===== src/rtl/fetch_stall_controller.sv =====
// Fetch stage: owns the fetch PC and the IF/ID register, runs the req/ack
// instruction-memory handshake, absorbs load-use stalls and drains flushed requests.
module fetch_stall_controller #(
  parameter int BUS_DATA_WIDTH = 64,
  parameter int INSTR_WIDTH    = 32,
  parameter logic [BUS_DATA_WIDTH-1:0] RESET_PC = '0,
  parameter int PC_INCREMENT   = 4
) (
  input  logic                      clk,
  input  logic                      reset_n,
  input  logic                      inPCWrite,
  input  logic                      inIfIdWrite,
  input  logic                      inFlush,
  input  logic [BUS_DATA_WIDTH-1:0] inBranchTarget,
  output logic                      outImemReq,
  output logic [BUS_DATA_WIDTH-1:0] outImemAddr,
  input  logic                      inImemAck,
  input  logic [INSTR_WIDTH-1:0]    inImemData,
  output logic [BUS_DATA_WIDTH-1:0] outPC,
  output logic [INSTR_WIDTH-1:0]    outInstruction,
  output logic                      outValid,
  output logic [15:0]               outStallCount
);

  typedef enum logic [1:0] {ST_REQ, ST_HOLD, ST_DRAIN} state_t;

  state_t                    state_reg, state_next;
  logic                      running_reg;
  logic [BUS_DATA_WIDTH-1:0] fetch_pc_reg, fetch_pc_next;
  logic [BUS_DATA_WIDTH-1:0] drain_addr_reg, drain_addr_next;
  logic [BUS_DATA_WIDTH-1:0] buf_pc_reg, buf_pc_next;
  logic [INSTR_WIDTH-1:0]    buf_instr_reg, buf_instr_next;
  logic [BUS_DATA_WIDTH-1:0] if_pc_reg, if_pc_next;
  logic [INSTR_WIDTH-1:0]    if_instr_reg, if_instr_next;
  logic                      if_valid_reg, if_valid_next;
  logic [15:0]               stall_count_reg, stall_count_next;

  logic                      stall;
  logic [BUS_DATA_WIDTH-1:0] pc_inc;

  assign stall  = !inPCWrite || !inIfIdWrite;
  assign pc_inc = fetch_pc_reg + BUS_DATA_WIDTH'(PC_INCREMENT);

  // running_reg keeps the request low during reset and rises one edge after release
  always_ff @(posedge clk or negedge reset_n) begin
    if (!reset_n) begin
      state_reg       <= ST_REQ;
      running_reg     <= 1'b0;
      fetch_pc_reg    <= RESET_PC;
      drain_addr_reg  <= '0;
      buf_pc_reg      <= '0;
      buf_instr_reg   <= '0;
      if_pc_reg       <= '0;
      if_instr_reg    <= '0;
      if_valid_reg    <= 1'b0;
      stall_count_reg <= '0;
    end else begin
      state_reg       <= state_next;
      running_reg     <= 1'b1;
      fetch_pc_reg    <= fetch_pc_next;
      drain_addr_reg  <= drain_addr_next;
      buf_pc_reg      <= buf_pc_next;
      buf_instr_reg   <= buf_instr_next;
      if_pc_reg       <= if_pc_next;
      if_instr_reg    <= if_instr_next;
      if_valid_reg    <= if_valid_next;
      stall_count_reg <= stall_count_next;
    end
  end

  always_comb begin
    state_next       = state_reg;
    fetch_pc_next    = fetch_pc_reg;
    drain_addr_next  = drain_addr_reg;
    buf_pc_next      = buf_pc_reg;
    buf_instr_next   = buf_instr_reg;
    if_pc_next       = if_pc_reg;
    if_instr_next    = if_instr_reg;
    if_valid_next    = if_valid_reg;
    stall_count_next = stall_count_reg;

    if (stall && !inFlush && stall_count_reg != 16'hFFFF)
      stall_count_next = stall_count_reg + 16'd1;

    if (running_reg) begin
      case (state_reg)
        ST_REQ: begin
          if (inFlush) begin
            if_valid_next = 1'b0;
            if_instr_next = '0;
            fetch_pc_next = inBranchTarget;
            if (!inImemAck) begin
              // The outstanding request must still complete at its old address.
              drain_addr_next = fetch_pc_reg;
              state_next      = ST_DRAIN;
            end
          end else if (inImemAck) begin
            if (!stall) begin
              if_pc_next    = fetch_pc_reg;
              if_instr_next = inImemData;
              if_valid_next = 1'b1;
              fetch_pc_next = pc_inc;
            end else begin
              buf_pc_next    = fetch_pc_reg;
              buf_instr_next = inImemData;
              state_next     = ST_HOLD;
            end
          end else if (!stall) begin
            if_valid_next = 1'b0;
          end
        end
        ST_HOLD: begin
          if (inFlush) begin
            if_valid_next = 1'b0;
            if_instr_next = '0;
            fetch_pc_next = inBranchTarget;
            state_next    = ST_REQ;
          end else if (!stall) begin
            if_pc_next    = buf_pc_reg;
            if_instr_next = buf_instr_reg;
            if_valid_next = 1'b1;
            fetch_pc_next = pc_inc;
            state_next    = ST_REQ;
          end
        end
        ST_DRAIN: begin
          if (inFlush) begin
            if_valid_next = 1'b0;
            if_instr_next = '0;
            fetch_pc_next = inBranchTarget;
          end
          if (inImemAck)
            state_next = ST_REQ;
        end
        default: state_next = ST_REQ;
      endcase
    end
  end

  assign outImemReq     = running_reg && (state_reg != ST_HOLD);
  assign outImemAddr    = (state_reg == ST_DRAIN) ? drain_addr_reg : fetch_pc_reg;
  assign outPC          = if_pc_reg;
  assign outInstruction = if_instr_reg;
  assign outValid       = if_valid_reg;
  assign outStallCount  = stall_count_reg;

endmodule

===== config.mk =====
export PLATFORM = sky130hd
export DESIGN_NAME = fetch_stall_controller
export DESIGN_NICKNAME = d
export VERILOG_FILES = /design/src/rtl/fetch_stall_controller.sv
export SDC_FILE = /design/constraint.sdc
export NUM_CORES = 1
export LEC_CHECK = 0
export ABC_AREA = 1
export BUFFER_PORTS_ARGS = -buffer_cell sky130_fd_sc_hd__buf_4
export CAP_MARGIN = 5
export CORE_UTILIZATION = 45
export DETAILED_ROUTE_END_ITERATION = 12
export GPL_ROUTABILITY_DRIVEN = 0
export GPL_TIMING_DRIVEN = 0
export PLACE_DENSITY = 0.66
export SYNTH_ARGS = -nofsm -noshare
export SYNTH_HDL_FRONTEND = slang
export SYNTH_SLANG_ARGS = --single-unit
export TNS_END_PERCENT = 1

===== constraint.sdc =====
create_clock -name clk -period 4.4 [get_ports clk]
set_input_delay 0.88 -clock clk [delete_from_list [all_inputs] [get_ports clk]]
set_output_delay 0.88 -clock clk [all_outputs]
set_load 0.02 [all_outputs]

==> metrics.csv <==
metric;value;unit
status;complete, no violations;
synthDistinctLibCells;34;
clock-root-buffer;clkbuf_16;
die_area;0.0386;sq mm
grt_max_degree;118;
period_share;0.899;
syn_area;0.0170;sq mm
ant_nets;0;
drt-initial-drc-count;1806;
worstSetupPathType;reg2out;
final_core_util;0.569;
reg2regPathDepth;7;
cp_max_fo;19;
routed_via_density;5.38;
cp_data_required_time;3.52;ns
finalPower;16.6;mW
cts_tree;built;
die_w;197;um
yosys_most_used_dff;dfrtp_1;
place_area;0.0198;sq mm
core-area;0.0370;sq mm
arrival;3.08;ns
synth_nets;2371;
drc_errors;0;
fin_worst_skew;0.0204;ns
drv_cap;0;
reg2reg_slack;1.67;ns
r2r-start;state_reg[1];
routed_wl;57600;um
hold_viol;0;
hpwl;43400;um
async_flop_share;1.00;
synth_seq_cells;340;
cts.repair.resized;1;
ir_worst_vdd;0.408;mV
grt_pass1_wl;89900;um
yosysWarningCount;0;
tightest_slew;1.05;ns
start_util;0.461;
clk_latency;0.54;ns
post_drt_wl_per_cell;18.5;um
synth.avg_cell_area;7.52;sq um
slew_violations;0;
p_leak;10.0;nW
layout_commonest_cell;nand2_1;
syn_inst;2263;
layout_common_cells;nand2_1 (593), dfrtp_1 (340), nor2_1 (303);
drive_gt1_frac;0.152;
rows;70;
p_per_area;790;mW/mm^2
rr_endpoint;buf_pc_reg[47];
grt_util_all_layers;0.301;
max_freq;253;MHz
die_h;197;um
cts_hold_buf;0;
stdcell_count;3115;
synth_edf_count;0;
ys_seq_area_frac;0.500;
area_delta_synth_final;23.6;%
drt-pass1-iter-count;8;
crit_path_start_kind;flip-flop;
cts.clk_slew.worst_paths;0.06;ns
maxSlewHeadroom;0.300;
min_period;3.96;ns
port-buffer-count;279;
cts_max_level;2;
hold_class;in2async;
num_vias;16800;
setup_viol;0;
antenna_found_initial;2;
cp-end-kind;output pin;
rsz0062_at_grt;no;
placed_cells;3049;
io_pins;280;
cts_setup_buffers;0;
grt_pass1_vias;15900;
fin_area;0.0210;sq mm
clock-sinks;340;
clock_path_buffers;3;
cts_made_buffers;39;
fin_nets;2693;
grt-ovfl-total;0;
final cells by class:
type | count | area [sq um]
Fill cell | 3498 | 15900
Sequential cell | 340 | 8510
Multi-Input combinational cell | 1569 | 7120
Timing Repair Buffer | 282 | 2180
Clock buffer | 60 | 1140
Inverter | 232 | 871
Tap cell | 504 | 631
Buffer | 121 | 526
Clock inverter | 5 | 60.1
Antenna cell | 2 | 5.00
how the worst max path moves through the flow:
stage,from,cells past startpoint,end,slack (ns)
after floorplan,state_reg[0],7,outImemAddr[43],1.73
after global placement,reset_n,1,outPC[48],-0.78
after detailed placement,state_reg[0],8,outImemAddr[49],0.40
after CTS,state_reg[0],8,outImemAddr[49],0.17
after global routing,state_reg[0],7,outImemAddr[50],0.31
final,state_reg[0],7,outImemAddr[5],0.44
through the flow:
step	hold WS (ns)	TNS (ns)	setup WS (ns)
CTS	0.125	0	0.170
global route	0.132	0	0.310
detailed placement	0.473	0	0.403
floorplan	0.453	0	1.73
finish	0.139	0	0.445
global placement	0.467	-251.16	-0.781
power by group:
group	switching (mW)	internal (mW)	leakage, nW
combinational	5.08	2.74	5.41
clock	1.27	1.84	0.586
sequential	1.14	4.57	4.04
metal layers:
layer	routed length, um	vias up	track usage
li1	-	7970	-
met1	25600	7922	0.436
met2	24900	744	0.451
met3	5000	134	0.0501
met4	2130	0	0.117
met5	0	-	0
kinds of logic after synthesis:
family | share of synthesized area
adder cells (fa/ha/maj) | 0.00441
other | 0.000220
XOR/XNOR | 0.0118
AND/OR/NAND/NOR | 0.246
AO/OA/AOI/OAI | 0.156
flip-flops | 0.500
buffers and inverters | 0.0822
synthesized netlist by cell type, types with 26 or more instances:
cell type / count / area, sq um
a21oi_1: 128 / 641
nand2_1: 593 / 2230
o22ai_1: 36 / 225
clkbuf_1: 75 / 282
dfrtp_1: 340 / 8510
nand4_1: 26 / 163
buf_2: 38 / 190
nor2_1: 303 / 1140
inv_1: 228 / 856
o21ai_0: 246 / 1230
a31oi_1: 69 / 432
nand3_1: 82 / 410
worst max-delay path, stage by stage, from the launching register on:
cell and delay (ns):
dfrtp_1 0.41, inv_1 0.11, ha_1 0.38, clkbuf_2 0.66, buf_1 0.46, nand2_1 0.08
o21ai_0 0.18, buf_4 0.22
Note: power is estimated with default switching activity, not from simulation.
